File: src/rtl/apb_request_arbiter.sv
// Round-robin arbiter that shares one APB manager request port among NUM_REQ
// requesters, launching one transfer at a time and returning a one-cycle ack.
module apb_request_arbiter #(
  parameter int NUM_REQ = 2
) (
  input  logic                   PCLK,
  input  logic                   PRESET,
  input  logic [NUM_REQ-1:0]     req,
  input  logic [NUM_REQ-1:0]     req_write,
  input  logic [32*NUM_REQ-1:0]  req_addr,
  input  logic [32*NUM_REQ-1:0]  req_wdata,
  output logic [NUM_REQ-1:0]     ack,
  output logic [31:0]            rdata,
  output logic                   busy,
  output logic [1:0]             grant_id,
  output logic                   m_transfer,
  output logic                   m_write,
  output logic [31:0]            m_addr,
  output logic [31:0]            m_wdata,
  input  logic [31:0]            m_rdata,
  input  logic                   m_ready,
  output logic [2:0]             dbg_state
);

  typedef enum logic [2:0] {
    S_IDLE   = 3'd0,
    S_XFER   = 3'd1,
    S_SETUP  = 3'd2,
    S_ACCESS = 3'd3,
    S_DONE   = 3'd4
  } state_t;

  state_t               state_q;
  logic [1:0]           rr_ptr_q;
  logic [1:0]           grant_q;
  logic [NUM_REQ-1:0]   ack_q;
  logic [NUM_REQ-1:0]   ack_onehot;
  logic [31:0]          rdata_q;
  logic [31:0]          addr_q;
  logic [31:0]          wdata_q;
  logic                 busy_q;
  logic                 xfer_q;
  logic                 write_q;

  // Inputs padded to the 4-requester maximum so a 2-bit index always fits.
  logic [3:0]           req_pad;
  logic [3:0]           write_pad;
  logic [127:0]         addr_pad;
  logic [127:0]         wdata_pad;
  logic                 grant_valid_d;
  logic [1:0]           grant_d;
  logic [1:0]           cand;

  assign req_pad   = 4'(req);
  assign write_pad = 4'(req_write);
  assign addr_pad  = 128'(req_addr);
  assign wdata_pad = 128'(req_wdata);

  // Search begins one past the last winner and takes the first set bit.
  always_comb begin
    grant_valid_d = 1'b0;
    grant_d       = '0;
    cand          = '0;
    for (int k = 1; k <= NUM_REQ; k++) begin
      cand = 2'((int'(rr_ptr_q) + k) % NUM_REQ);
      if (!grant_valid_d && req_pad[cand]) begin
        grant_valid_d = 1'b1;
        grant_d       = cand;
      end
    end
  end

  always_comb begin
    ack_onehot = '0;
    for (int i = 0; i < NUM_REQ; i++) begin
      ack_onehot[i] = (grant_q == 2'(i));
    end
  end

  always_ff @(posedge PCLK or posedge PRESET) begin
    if (PRESET) begin
      state_q  <= S_IDLE;
      rr_ptr_q <= 2'(NUM_REQ - 1);
      grant_q  <= '0;
      ack_q    <= '0;
      rdata_q  <= '0;
      busy_q   <= 1'b0;
      xfer_q   <= 1'b0;
      write_q  <= 1'b0;
      addr_q   <= '0;
      wdata_q  <= '0;
    end else begin
      ack_q  <= '0;
      xfer_q <= 1'b0;
      case (state_q)
        S_IDLE: begin
          if (grant_valid_d) begin
            state_q  <= S_XFER;
            xfer_q   <= 1'b1;
            busy_q   <= 1'b1;
            grant_q  <= grant_d;
            rr_ptr_q <= grant_d;
            write_q  <= write_pad[grant_d];
            addr_q   <= addr_pad[{grant_d, 5'd0} +: 32];
            wdata_q  <= wdata_pad[{grant_d, 5'd0} +: 32];
          end
        end
        S_XFER:  state_q <= S_SETUP;
        // The manager is still in its setup phase, so m_ready is not looked at.
        S_SETUP: state_q <= S_ACCESS;
        S_ACCESS: begin
          if (m_ready) begin
            state_q <= S_DONE;
            ack_q   <= ack_onehot;
            rdata_q <= m_rdata;
          end
        end
        S_DONE: begin
          state_q <= S_IDLE;
          busy_q  <= 1'b0;
        end
        default: state_q <= S_IDLE;
      endcase
    end
  end

  assign ack        = ack_q;
  assign rdata      = rdata_q;
  assign busy       = busy_q;
  assign grant_id   = grant_q;
  assign m_transfer = xfer_q;
  assign m_write    = write_q;
  assign m_addr     = addr_q;
  assign m_wdata    = wdata_q;
  assign dbg_state  = state_q;

endmodule

File: config.mk
export PLATFORM = sky130hd
export DESIGN_NAME = apb_request_arbiter
export DESIGN_NICKNAME = d
export VERILOG_FILES = /design/src/rtl/apb_request_arbiter.sv
export SDC_FILE = /design/constraint.sdc
export NUM_CORES = 1
export LEC_CHECK = 0
export CAP_MARGIN = 20
export CORE_MARGIN = 8
export CORE_UTILIZATION = 37
export DETAILED_ROUTE_END_ITERATION = 10
export HOLD_SLACK_MARGIN = 0.06
export PLACE_DENSITY = 0.78
export SLEW_MARGIN = 20
export SYNTH_ARGS = -nofsm -noshare
export SYNTH_HDL_FRONTEND = slang
export SYNTH_SLANG_ARGS = --single-unit
export TNS_END_PERCENT = 5
File: constraint.sdc
create_clock -name PCLK -period 4.15 [get_ports PCLK]
set_input_delay 1.0375 -clock PCLK [delete_from_list [all_inputs] [get_ports PCLK]]
set_output_delay 1.0375 -clock PCLK [all_outputs]
set_load 0.01 [all_outputs]
==> results_dict.tcl <==
set metrics [dict create \
    worst_slew_pin_slew_ns 0.747 \
    htree_levels 3 \
    syn-num-nets 491 \
    routed_wl_mm 15.3 \
    p_leak_nw 2.89 \
    syn_to_final_growth_pct 70.0 \
    clock_path_buffers 2 \
    timing.hold.ws_ns 0.476 \
    placed_area_um2 7260 \
    ff2ff_setup_slack_ns 2.06 \
    cts_buffers 9 \
    crit_path_end "m_addr[16]" \
    n_fill_cell 957 \
    synth_area_um2 4450 \
    timing.rr.start "dbg_state[2]" \
    crit_path_end_kind "flop" \
    synth_enable_flop_cells 0 \
    synth-compound-area-share_pct 17.1 \
    cts_tree "done" \
    drv_slew 0 \
    synth.top_cells.by_area "dfrtp_1 59%, o221a_2 16%, or3_1 9.1%" \
    period_needed_ns 2.68 \
    post_drt_wl_per_cell_um 20.9 \
    dr_total_vias 3842 \
    drc_errors 0 \
    arrival_ns 2.91 \
    finalWorstSetupSlack_ns 1.47 \
    cp.required_ns 4.38 \
    gp_congestion 0.761 \
    grt_pass1_vias 4326 \
    antenna_found_initial 0 \
    cts_resized 0 \
    outcome "completed" \
    clock-sinks 106 \
    dpl.cell_count 715 \
    vias_per_cell 5.26 \
    fin_skew_ns 0.00984 \
    final_antenna_net_count 0 \
    crit_path_max_fanout 67 \
    holdBufCountCts 0 \
    worst-setup-path-type "input pin to flop" \
    overflow 0 \
    dieArea_um2 15800 \
    syn_inst 324 \
    ys_types 25 \
    grt_use_total_pct 19.0 \
    drv_cap 0 \
    avgSynthCellArea_um2 13.7 \
    final_cells 731 \
    start_util_pct 37.6 \
    synth_xor_area_share_pct 0 \
    drt_pass1_iterations 4 \
    clk-insertion-delay-late_ns 0.35 \
    row_count 40 \
    max_freq_mhz 373 \
    dpl_worst_slack_ns 1.11 \
    yosys.area_share.simple_pct 11.2 \
    async_reset_ff_share_pct 100 \
    ys_seq_area_share_pct 59.6 \
    portBuffers 271 \
    synth_commonest_cells "105 x dfrtp_1, 65 x o221a_2, 65 x or3_1, 32 x mux2_2, 19 x clkbuf_1" \
    die_x_um 126 \
    relSlewSlack_pct 50.2 \
    finalHoldViolations 0 \
    synth-seq-cells 106 \
    core_um2 11900 \
    grt_pass1_wl_mm 23.9 \
    synth_top_area_cell "dfrtp_1" \
    crit_path_start "req[0]" \
    io_pins 273 \
    synthMuxAreaShare_pct 8.09 \
    rr_endpoint "m_addr[7]" \
    yosys_warnings 0 \
    synth_top_family_by_area "compound AO/OA/AOI/OAI gates" \
    synthAdderAreaFrac_pct 0 \
    grt_max_degree 68 \
    ir_drop_uv 280 \
    hpwl_mm 11.6 \
    drive_gt1_share_pct 21.7 \
    first_iter_violations 274 \
    hp-class "flop to flop" \
    post_cts_buffers 0 \
    clk_pin_slew_ns 0.07 \
    yosysMostFrequentCell "dfrtp_1" \
    synth_top_area_share_pct 59.0 \
    setup_violations 0 \
    rsz0062_at_grt "false" \
    die_h_um 126 \
    final_design_area_no_fill_um2 7570 \
    period_share_pct 64.5 \
    nets 747 \
    cp-start-kind "input pin" \
    r2r_cells 4 \
    powerDensity_nw_per_um2 695 \
    tns_ns 0 \
    ys.flop_type "dfrtp_1" \
    diodes 0 \
    cts-root-buf "clkbuf_16" \
]
## sequential cells by signal (all words and copies together) (netlist names)
register,count
m_addr,32
m_wdata,32
rdata,32
dbg_state,3
ack,2
busy,1
grant_id,1
m_transfer,1
m_write,1
rr_ptr_q,1
## per-layer routing
metal	wire [um]	track usage [%]	part of all wire (%)
met1	6270	21.7	41
met2	7300	31.7	48
met3	1350	7.26	8.8
met4	387	7.38	2.5
met5	0	0	0
## layout by cell type, fill, tap and decap left out, types with 2 or more instances in the layout
cell type        instances
clkdlybuf4s50_1        271
dfrtp_1                105
or3_1                   65
o221a_2                 65
mux2_2                  32
clkbuf_16                9
buf_4                    5
nand2_1                  3
a21oi_1                  3
clkbuf_8                 3
nor3_1                   2
## worst max-delay path, cell delays in order
cell	delay, ns
clkdlybuf4s50_1	0.49
or4b_4	0.77
or3_1	0.46
o221a_2	0.14
## power by group
part	internal [W]	total, W	switching [W]
clock	0.000455	0.000825	0.000370
sequential	0.00155	0.00185	0.000297
combinational	0.00162	0.00259	0.000970
total	0.00363	0.00526	0.00164
## cells by family after synthesis
kind of cell / Yosys count
AO/OA/AOI/OAI: 70
AND/OR/NAND/NOR: 81
multiplexers: 32
flip-flops: 106
other: 1
buffers and inverters: 34
## metrics by stage
| step | util (%) | power [W] |
|---|---|---|
| detailed placement | 61.2 | 0.00448 |
| finish | 63.8 | 0.00526 |
| global route | 63.8 | 0.00557 |
| floorplan | - | 0.00304 |
| CTS | 63.6 | 0.00532 |
| global placement | 61.2 | 0.00440 |
## area by class of cell
| type | count | area, um2 | share of cell area [%] |
|---|---|---|---|
| Timing Repair Buffer | 278 | 2800 | 36.9 |
| Sequential cell | 106 | 2650 | 35.0 |
| Multi-Input combinational cell | 184 | 1640 | 21.7 |
| Clock buffer | 12 | 267 | 3.52 |
| Tap cell | 147 | 184 | 2.43 |
| Clock inverter | 3 | 22.5 | 0.297 |
| Inverter | 1 | 6.26 | 0.0826 |
## worst min path at each step
stage / slack, ns / endpoint / startpoint / cells after the start
2_1_floorplan: 0.51 / ack[0] / grant_id[0] / 1
3_5_place_dp: 0.48 / ack[0] / grant_id[0] / 1
3_3_place_gp: 0.47 / ack[0] / grant_id[0] / 1
5_1_grt: 0.52 / ack[0] / grant_id[0] / 1
6_report: 0.48 / ack[0] / grant_id[0] / 1
4_1_cts: 0.48 / ack[0] / grant_id[0] / 1
Note: power is estimated with default switching activity, not from simulation.
